File: src/rtl/conv1d_seq_ctrl.sv
// Sequencing controller for the 1D-convolution systolic array: taps, sample injection, tail padding, result stream.
// Optional feature: define CONV1D_FULL_OUTPUT_EN to also return the NUM_TAPS-1 tail results (full convolution).
module conv1d_seq_ctrl #(
  parameter int DATA_WIDTH = 8,
  parameter int NUM_TAPS   = 4,
  parameter int LATENCY    = 9,
  parameter int LEN_W      = 8
) (
  input  logic                           clk,
  input  logic                           reset,
  input  logic                           start,
  input  logic [LEN_W-1:0]               len_in,
  output logic                           busy,
  output logic                           done,
  input  logic                           tap_wr,
  input  logic [$clog2(NUM_TAPS)-1:0]    tap_addr,
  input  logic [DATA_WIDTH-1:0]          tap_data,
  output logic [NUM_TAPS*DATA_WIDTH-1:0] h_flat,
  input  logic                           s_valid,
  output logic                           s_ready,
  input  logic [DATA_WIDTH-1:0]          s_data,
  output logic                           arr_enable,
  output logic                           arr_valid,
  output logic [DATA_WIDTH-1:0]          arr_x,
  input  logic [DATA_WIDTH-1:0]          arr_y,
  output logic                           m_valid,
  input  logic                           m_ready,
  output logic [DATA_WIDTH-1:0]          m_data
);

  localparam int CNT_W     = LEN_W + 1;
  localparam int PAD_TOTAL = NUM_TAPS - 1 + LATENCY;

  typedef enum logic [1:0] {
    IDLE,
    RUN,
    PAD,
    DONE
  } state_t;

  state_t                state, state_nx;
  logic [CNT_W-1:0]      samp_cnt;
  logic [CNT_W-1:0]      pad_cnt;
  logic [LATENCY-1:0]    tag_pipe;
  logic [DATA_WIDTH-1:0] taps [NUM_TAPS];
  logic                  stall;
  logic                  adv;
  logic                  tag_in;

  // NOTE: sequential state is written with non-blocking assignments so every
  // register samples the pre-edge values of its neighbours.
  always_ff @(posedge clk) begin
    if (!reset) begin
      state <= IDLE;
    end else begin
      state <= state_nx;
    end
  end

  // NOTE: every output of this block gets a default first, so no path through
  // the case statement can leave a signal unassigned and infer a latch.
  always_comb begin
    state_nx  = state;
    stall     = m_valid & ~m_ready;
    adv       = 1'b0;
    s_ready   = 1'b0;
    arr_valid = 1'b0;
    arr_x     = '0;
    tag_in    = 1'b0;
    busy      = (state != IDLE);
    case (state)
      IDLE: begin
        if (start) begin
          state_nx = (len_in == '0) ? DONE : RUN;
        end
      end
      RUN: begin
        s_ready   = ~stall;
        adv       = ~stall & s_valid;
        arr_valid = adv;
        arr_x     = s_data;
        tag_in    = 1'b1;
        if (adv && samp_cnt == CNT_W'(1)) begin
          state_nx = PAD;
        end
      end
      PAD: begin
        adv = ~stall;
`ifdef CONV1D_FULL_OUTPUT_EN
        // The first NUM_TAPS-1 pads carry the tail of the full convolution.
        tag_in = (pad_cnt > CNT_W'(LATENCY));
`else
        tag_in = 1'b0;
`endif
        if (adv && pad_cnt == CNT_W'(1)) begin
          state_nx = DONE;
        end
      end
      DONE: begin
        if (!m_valid) begin
          state_nx = IDLE;
        end
      end
      default: state_nx = IDLE;
    endcase
  end

  assign arr_enable = adv;

  // NOTE: the tap bank is reset element by element because h_flat must read
  // zero straight out of reset, unlike a plain storage RAM.
  always_ff @(posedge clk) begin
    if (!reset) begin
      for (int i = 0; i < NUM_TAPS; i++) begin
        taps[i] <= '0;
      end
    end else if (state == IDLE && tap_wr && (int'(tap_addr) < NUM_TAPS)) begin
      taps[tap_addr] <= tap_data;
    end
  end

  always_comb begin
    h_flat = '0;
    for (int i = 0; i < NUM_TAPS; i++) begin
      h_flat[i*DATA_WIDTH +: DATA_WIDTH] = taps[i];
    end
  end

  // Counters, tag pipe and the result register all advance with the array.
  always_ff @(posedge clk) begin
    if (!reset) begin
      samp_cnt <= '0;
      pad_cnt  <= '0;
      tag_pipe <= '0;
      m_valid  <= 1'b0;
      m_data   <= '0;
      done     <= 1'b0;
    end else begin
      done <= (state == DONE) && !m_valid;

      if (state == IDLE && start) begin
        samp_cnt <= CNT_W'(len_in);
      end else if (state == RUN && adv) begin
        samp_cnt <= samp_cnt - CNT_W'(1);
      end

      if (state == RUN && adv && samp_cnt == CNT_W'(1)) begin
        pad_cnt <= CNT_W'(PAD_TOTAL);
      end else if (state == PAD && adv) begin
        pad_cnt <= pad_cnt - CNT_W'(1);
      end

      if (adv) begin
        tag_pipe <= LATENCY'({tag_pipe, tag_in});
      end

      // Tail tag marks the injection whose result sits on arr_y right now.
      if (adv && tag_pipe[LATENCY-1]) begin
        m_valid <= 1'b1;
        m_data  <= arr_y;
      end else if (m_ready) begin
        m_valid <= 1'b0;
      end
    end
  end

endmodule

File: config.mk
export PLATFORM = sky130hd
export DESIGN_NAME = conv1d_seq_ctrl
export DESIGN_NICKNAME = d
export VERILOG_FILES = /design/src/rtl/conv1d_seq_ctrl.sv
export SDC_FILE = /design/constraint.sdc
export NUM_CORES = 1
export LEC_CHECK = 0
export CAP_MARGIN = 20
export CELL_PAD_IN_SITES_DETAIL_PLACEMENT = 2
export CELL_PAD_IN_SITES_GLOBAL_PLACEMENT = 2
export CORE_ASPECT_RATIO = 1.75
export CORE_UTILIZATION = 25
export DETAILED_ROUTE_END_ITERATION = 7
export PLACE_DENSITY = 0.74
export SLEW_MARGIN = 20
export SYNTH_ARGS = -nofsm -noshare
export SYNTH_HDL_FRONTEND = slang
export SYNTH_SLANG_ARGS = --single-unit
File: constraint.sdc
create_clock -name clk -period 2.1 [get_ports clk]
set_clock_uncertainty 0.15 [all_clocks]
set_input_delay 0.525 -clock clk [delete_from_list [all_inputs] [get_ports clk]]
set_output_delay 0.525 -clock clk [all_outputs]
set_load 0.01 [all_outputs]
==> impl_metrics.tcl, run 1 <==
set metrics [dict create \
    synth.avg_cell_area_sq_um 10.9 \
    dp_hpwl_mm 8.10 \
    r2r_start "state[0]" \
    rrSetupSlack_ns 0.04 \
    clock_latency_ns 0.33 \
    cp.required_ns 1.42 \
    fin_ws_ns 0.0369 \
    setup-violations-final 0 \
    wl_per_cell_microns 18.2 \
    final_cells 603 \
    cp-startpoint "state[1]" \
    cp.arrival_ns 1.39 \
    ys_ff_latch 71 \
    route.detailed.drc 1 \
    crit_fanout 3 \
    path_depth 6 \
    yosysSeqAreaShare 0.549 \
    power_density_nw_per_um2 1030 \
    setup.worst_path.end "arr_enable" \
    maxSlewViolCount 0 \
    clk_pin_slew_ns 0.05 \
    row_count 54 \
    drtIter0Drc 79 \
    synth-compound-area-share 0.0943 \
    synthSimpleGateAreaFrac 0.223 \
    synth_top_area_cell "edfxtp_1" \
    cts_max_level 3 \
    die_h_microns 151 \
    routed_wl_mm 11.0 \
    syn_to_final_growth_pct 56.9 \
    synthesis.nets 341 \
    synth-async-reset-ratio 0 \
    place_ws_ns -0.471 \
    floorplan.initialDensity 0.255 \
    tightest_slew_ns 0.494 \
    vias_per_cell 4.67 \
    hp-class "flop to flop" \
    synth.area.top_cells "edfxtp_1 30%, dfxtp_1 25%, and2_1 7.9%" \
    crit_family "flip-flops" \
    critPathSlowestCell "dfxtp_4" \
    drtPass1Iterations 6 \
    max_stage_delay_ns 0.36 \
    startpoint_type "flop" \
    cts_tree "done" \
    num_io_pins 94 \
    synth_flop_cell "dfxtp_1" \
    hold_viol_final 0 \
    root_buffer "clkbuf_16" \
    power.leakage_nw 2.04 \
    critical_path_buf_inv_count 3 \
    synthAdderAreaFrac 0.0355 \
    relSlewSlack 0.666 \
    synth_top_family_by_area "simple AND/OR/NAND/NOR gates" \
    overflow 0 \
    rsz0062_at_grt "yes" \
    die_w_microns 87.1 \
    antenna_found_initial 0 \
    port-buffer-count 93 \
    max_freq_mhz 485 \
    netlist_instances 292 \
    r2r_cells 8 \
    die_area_sq_um 13200 \
    post-route-min-period_ns 2.06 \
    drv_cap 0 \
    synth_top_area_share 0.303 \
    layout_common_cells "79 x clkdlybuf4s50_1, 40 x and2_1, 36 x dfxtp_1, 36 x buf_4, 32 x edfxtp_1" \
    muxShareOfSynthArea 0.0537 \
    grt_pass1_vias 3141 \
    grt_pass1_wl_mm 16.7 \
    synthesis.area_sq_um 3170 \
    fin_tns_setup_ns 0 \
    outcome "finished, violations left" \
    ir_drop_mv 0.493 \
    gp_congestion 0.780 \
    num_antenna_cells 0 \
    yosysUniqueCellTypes 47 \
    vias 2818 \
    crit_chain "buf_6 -> ha_4 -> a21o_1 -> nand3_2 -> inv_1 -> buf_2" \
    period_share 0.982 \
    clkSinkCount 71 \
    regToRegEndpoint "samp_cnt[4]" \
    cts_hold_buffers 0 \
    ant_nets 0 \
    synth-xor-area-share 0.0166 \
    fin_area_sq_um 4970 \
    grt_max_degree 19 \
    nFillCells 1373 \
    whs_path_depth 2 \
    grt_usage 0.172 \
    final_common_cell "clkdlybuf4s50_1" \
    drive_above_1_share 0.216 \
    dpl_cell_area_sq_um 4610 \
    cts_buffers 9 \
    nets 479 \
    placedCellCount 584 \
    ys.warnings.count 0 \
    crit_path_end_kind "primary output" \
    whs_ns 0.332 \
    crit_type "flop to primary output" \
    synth_edf_count 32 \
    clock_path_buffers 2 \
    core_sq_um 12400 \
    violations "design-rule violations" \
]
-- cells in the mapped netlist, types with 5 or more instances --
cell	count
ha_1	9
nor2_1	25
nand4_1	7
mux2i_1	17
nand3_1	5
o21ai_0	13
clkbuf_1	6
edfxtp_1	32
and2_1	40
nand2_1	10
dfxtp_1	39
inv_1	11
a21oi_1	11
-- through the flow --
step | util | power (W)
after CTS | 0.397 | 0.00505
final | 0.400 | 0.00511
after global routing | 0.400 | 0.00537
after floorplan | - | 0.00258
after global placement | 0.371 | 0.00340
after detailed placement | 0.371 | 0.00348
-- final cells by class --
type	count	area, sq um	share of cell area
clock buffer	10	229	0.0460
timing repair buffer	136	1240	0.250
clock inverter	6	52.6	0.0106
multi-input combinational	201	1440	0.289
inverter	11	48.8	0.00981
tap	168	210	0.0423
sequential	71	1750	0.352
-- worst register-to-register path: cells and delay by family (launching register included) --
kind / cells / cell delay (ns)
AOI/OAI and AO/OA: 3 / 0.62
DFF: 1 / 0.37
buffers and inverters: 3 / 0.30
adders and majority gates: 1 / 0.29
and+or+nand+nor: 1 / 0.18
-- kinds of logic (layout without fill, tap and decap cells) --
logic type               count (synthesis)  after routing
multiplexers                            17             17
buffers and inverters                   21            163
XOR/XNOR                                 6              6
flip-flops                              71             71
AND/OR/NAND/NOR                        123            124
adder cells (fa/ha/maj)                  9              9
AO/OA/AOI/OAI                           45             45
-- worst min path at each step --
stage / from / end
floorplan: tag_pipe[0] / tag_pipe[0]
global placement: tag_pipe[0] / tag_pipe[0]
detailed placement: tag_pipe[0] / tag_pipe[0]
CTS: tag_pipe[0] / tag_pipe[0]
global route: m_valid / done
finish: tag_pipe[0] / tag_pipe[0]
-- repair_timing --
item,4_1_cts,5_1_grt
endpoints found under the hold margin,0,0
setup buffers,0,1
gates resized for setup,58,14
pin swaps,2,5
endpoints found under the setup margin,18,9
cloned,0,2
-- sequential cells by signal (all words and copies together), names as in the netlist --
| register | flops |
|---|---|
| pad_cnt | 9 |
| tag_pipe | 9 |
| state | 2 |
| m_data | 8 |
| samp_cnt | 9 |
| m_valid | 1 |
| taps | 32 |
| done | 1 |
-- routing by layer --
| layer | GRT usage | up-vias | part of all wire |
|---|---|---|---|
| met5 | 0 | - | 0 |
| met4 | 0.0533 | 0 | 0.018 |
| met3 | 0.0316 | 16 | 0.039 |
| met2 | 0.350 | 87 | 0.57 |
| met1 | 0.168 | 1393 | 0.37 |
| li1 | - | 1322 | - |
-- where the power goes --
group | total [W] | leakage [nW] | switching, W | internal, W
sequential | 0.00178 | 0.651 | 0.000156 | 0.00162
clock | 0.00147 | 0.141 | 0.000568 | 0.000905
combinational | 0.00186 | 1.25 | 0.000947 | 0.000912
total | 0.00511 | 2.04 | 0.00167 | 0.00344
Power figures use the tool's default switching activity.
==> run 2, diff against run 1 <==
- HOLD_SLACK_MARGIN: default -> 0.05
==> results of run 2 <==
The final DEF is identical to that of run 1; final timing and power are the same.
==> run 3, diff against run 2 <==
- REMOVE_ABC_BUFFERS: default -> 1
==> run 3 against run 2 <==
  * The flow now finishes without violations
  * Worst setup slack got worse by 0.031 ns
  * Combinational power about the same
  * Wire length decreased by 0.14%
  * Sequential share of layout area decreased by 0.51 points
  * Final area increased by 1.5%
  * First-iteration DRC count unchanged
  * Clock power increased by 21%
  * Critical endpoint is now s_ready
==> impl_metrics.tcl, run 3 (same netlist as run 1, synthesis figures left out) <==
set metrics [dict create \
    outcome "completed" \
    crit_type "flop to primary output" \
    ant_nets 0 \
    top_usage_layer "met2" \
    fin_tns_setup_ns 0 \
    cp.arrival_ns 1.42 \
    layout_common_cells "79 x clkdlybuf4s50_1, 40 x and2_1, 35 x dfxtp_1" \
    drive_above_1_share 0.226 \
    syn_to_final_growth_pct 59.3 \
    num_io_pins 94 \
    max_stage_delay_ns 0.36 \
    vias_per_cell 4.64 \
    crit_path_end_kind "primary output" \
    register_area_sq_um 1750 \
    whs_path_depth 2 \
    clock_path_buffers 2 \
    use_met2 0.369 \
    power.leakage_nw 2.05 \
    nets 478 \
    r2r_cells 7 \
    crit_chain "inv_4 -> ha_4 -> inv_1 -> nor2_2 -> clkdlybuf4s15_2" \
    die_h_microns 151 \
    startpoint_type "flop" \
    crit_fanout 4 \
    power_density_nw_per_um2 1070 \
    grt_max_degree 16 \
    clkSinkCount 71 \
    clock_latency_ns 0.34 \
    overflow 0 \
    relSlewSlack 0.695 \
    cts_buffers 9 \
    nFillCells 1340 \
    crit_family "buffers and inverters" \
    clk_pin_slew_ns 0.06 \
    drtIter0Drc 79 \
    met3_usage 0.0305 \
    row_count 54 \
    core_sq_um 12400 \
    gr-usage-met1 0.155 \
    grt_pass1_wl_mm 16.8 \
    period_share 0.997 \
    max_freq_mhz 477 \
    port-buffer-count 93 \
    routed_wl_mm 10.9 \
    root_buffer "clkbuf_16" \
    cts_max_level 3 \
    multiInputGateArea_sq_um 1420 \
    drv_cap 0 \
    critPathSlowestCell "dfxtp_4" \
    largest_reg_flops 32 \
    grt_pass1_vias 3214 \
    cts_tree "done" \
    vias 2796 \
    regMostFlops "taps" \
    drtPass1Iterations 4 \
    critical_path_buf_inv_count 3 \
    num_antenna_cells 0 \
    path_depth 5 \
    floorplan.initialDensity 0.255 \
    final_common_cell "clkdlybuf4s50_1" \
    die_w_microns 87.1 \
    post-route-min-period_ns 2.09 \
    grt_usage 0.173 \
    gp_congestion 0.772 \
    ir_drop_mv 0.538 \
    cp.required_ns 1.42 \
    die_area_sq_um 13200 \
    hp-class "flop to flop" \
    tightest_slew_ns 0.452 \
    power_w 0.00541 \
    cts_hold_buffers 0 \
    dp_hpwl_mm 8.33 \
    hold_viol_final 0 \
    wl_per_cell_microns 18.2 \
    antenna_found_initial 0 \
    setup-violations-final 0 \
    maxSlewViolCount 0 \
    route.detailed.drc 0 \
]
run 3: cell count changes in the layout (fill, tap and decap cells not counted), moves of 2 or more:
cell,change
clkinv_1,-2
bufinv_16,+2
clkinv_2,-2
buf_6,+3
clkdlybuf4s15_2,+2
buf_4,-3
run 3: power by group:
group	leakage (nW)	internal, W	switching (W)
Clock	0.166	0.00116	0.000613
Sequential	0.652	0.00163	0.000142
Combinational	1.23	0.000938	0.000931
Total	2.05	0.00373	0.00169
run 3: per-stage QoR:
| stage | cells | hold WS [ns] | area (sq um) | utilization | worst slack [ns] |
|---|---|---|---|---|---|
| floorplan | 282 | 0.286 | 3130 | - | -0.0571 |
| global placement | 582 | 0.308 | 4610 | 0.371 | -0.431 |
| detailed placement | 582 | 0.339 | 4610 | 0.371 | -0.504 |
| CTS | 600 | 0.348 | 4990 | 0.401 | -0.00770 |
| global route | 602 | 0.372 | 5050 | 0.406 | -0.0317 |
| finish | 602 | 0.341 | 5050 | 0.406 | 0.00551 |
run 3: routing by layer:
metal | up-vias | wire length, microns
met5 | - | 0
met4 | 0 | 170
met3 | 12 | 406
met2 | 83 | 6670
met1 | 1382 | 3690
li1 | 1319 | -
run 3: layout make-up:
class / count / share of cell area
inverter: 11 / 0.00867
tap: 168 / 0.0416
clock inverter: 7 / 0.0238
sequential: 71 / 0.347
multi-input combinational: 200 / 0.282
clock buffer: 9 / 0.0446
timing repair buffer: 136 / 0.253
run 3: timing repair:
item | in CTS | in global routing
setup endpoints to repair | 26 | 20
pin swaps | 1 | 5
resized for setup | 64 | 12
setup buffers | 2 | 2
run 3: final timing paths:
check / startpoint / to / slack [ns]
min reg2reg: pad_cnt[8] / pad_cnt[8] / 0.34
max reg2reg: state[0] / samp_cnt[7] / 0.09
min: pad_cnt[8] / pad_cnt[8] / 0.34
max: state[1] / s_ready / 0.006
run 3: worst min-delay path: stages, from the launching register on:
cell and delay [ns]:
dfxtp_1 0.31, o21ai_0 0.07, a21oi_1 0.06
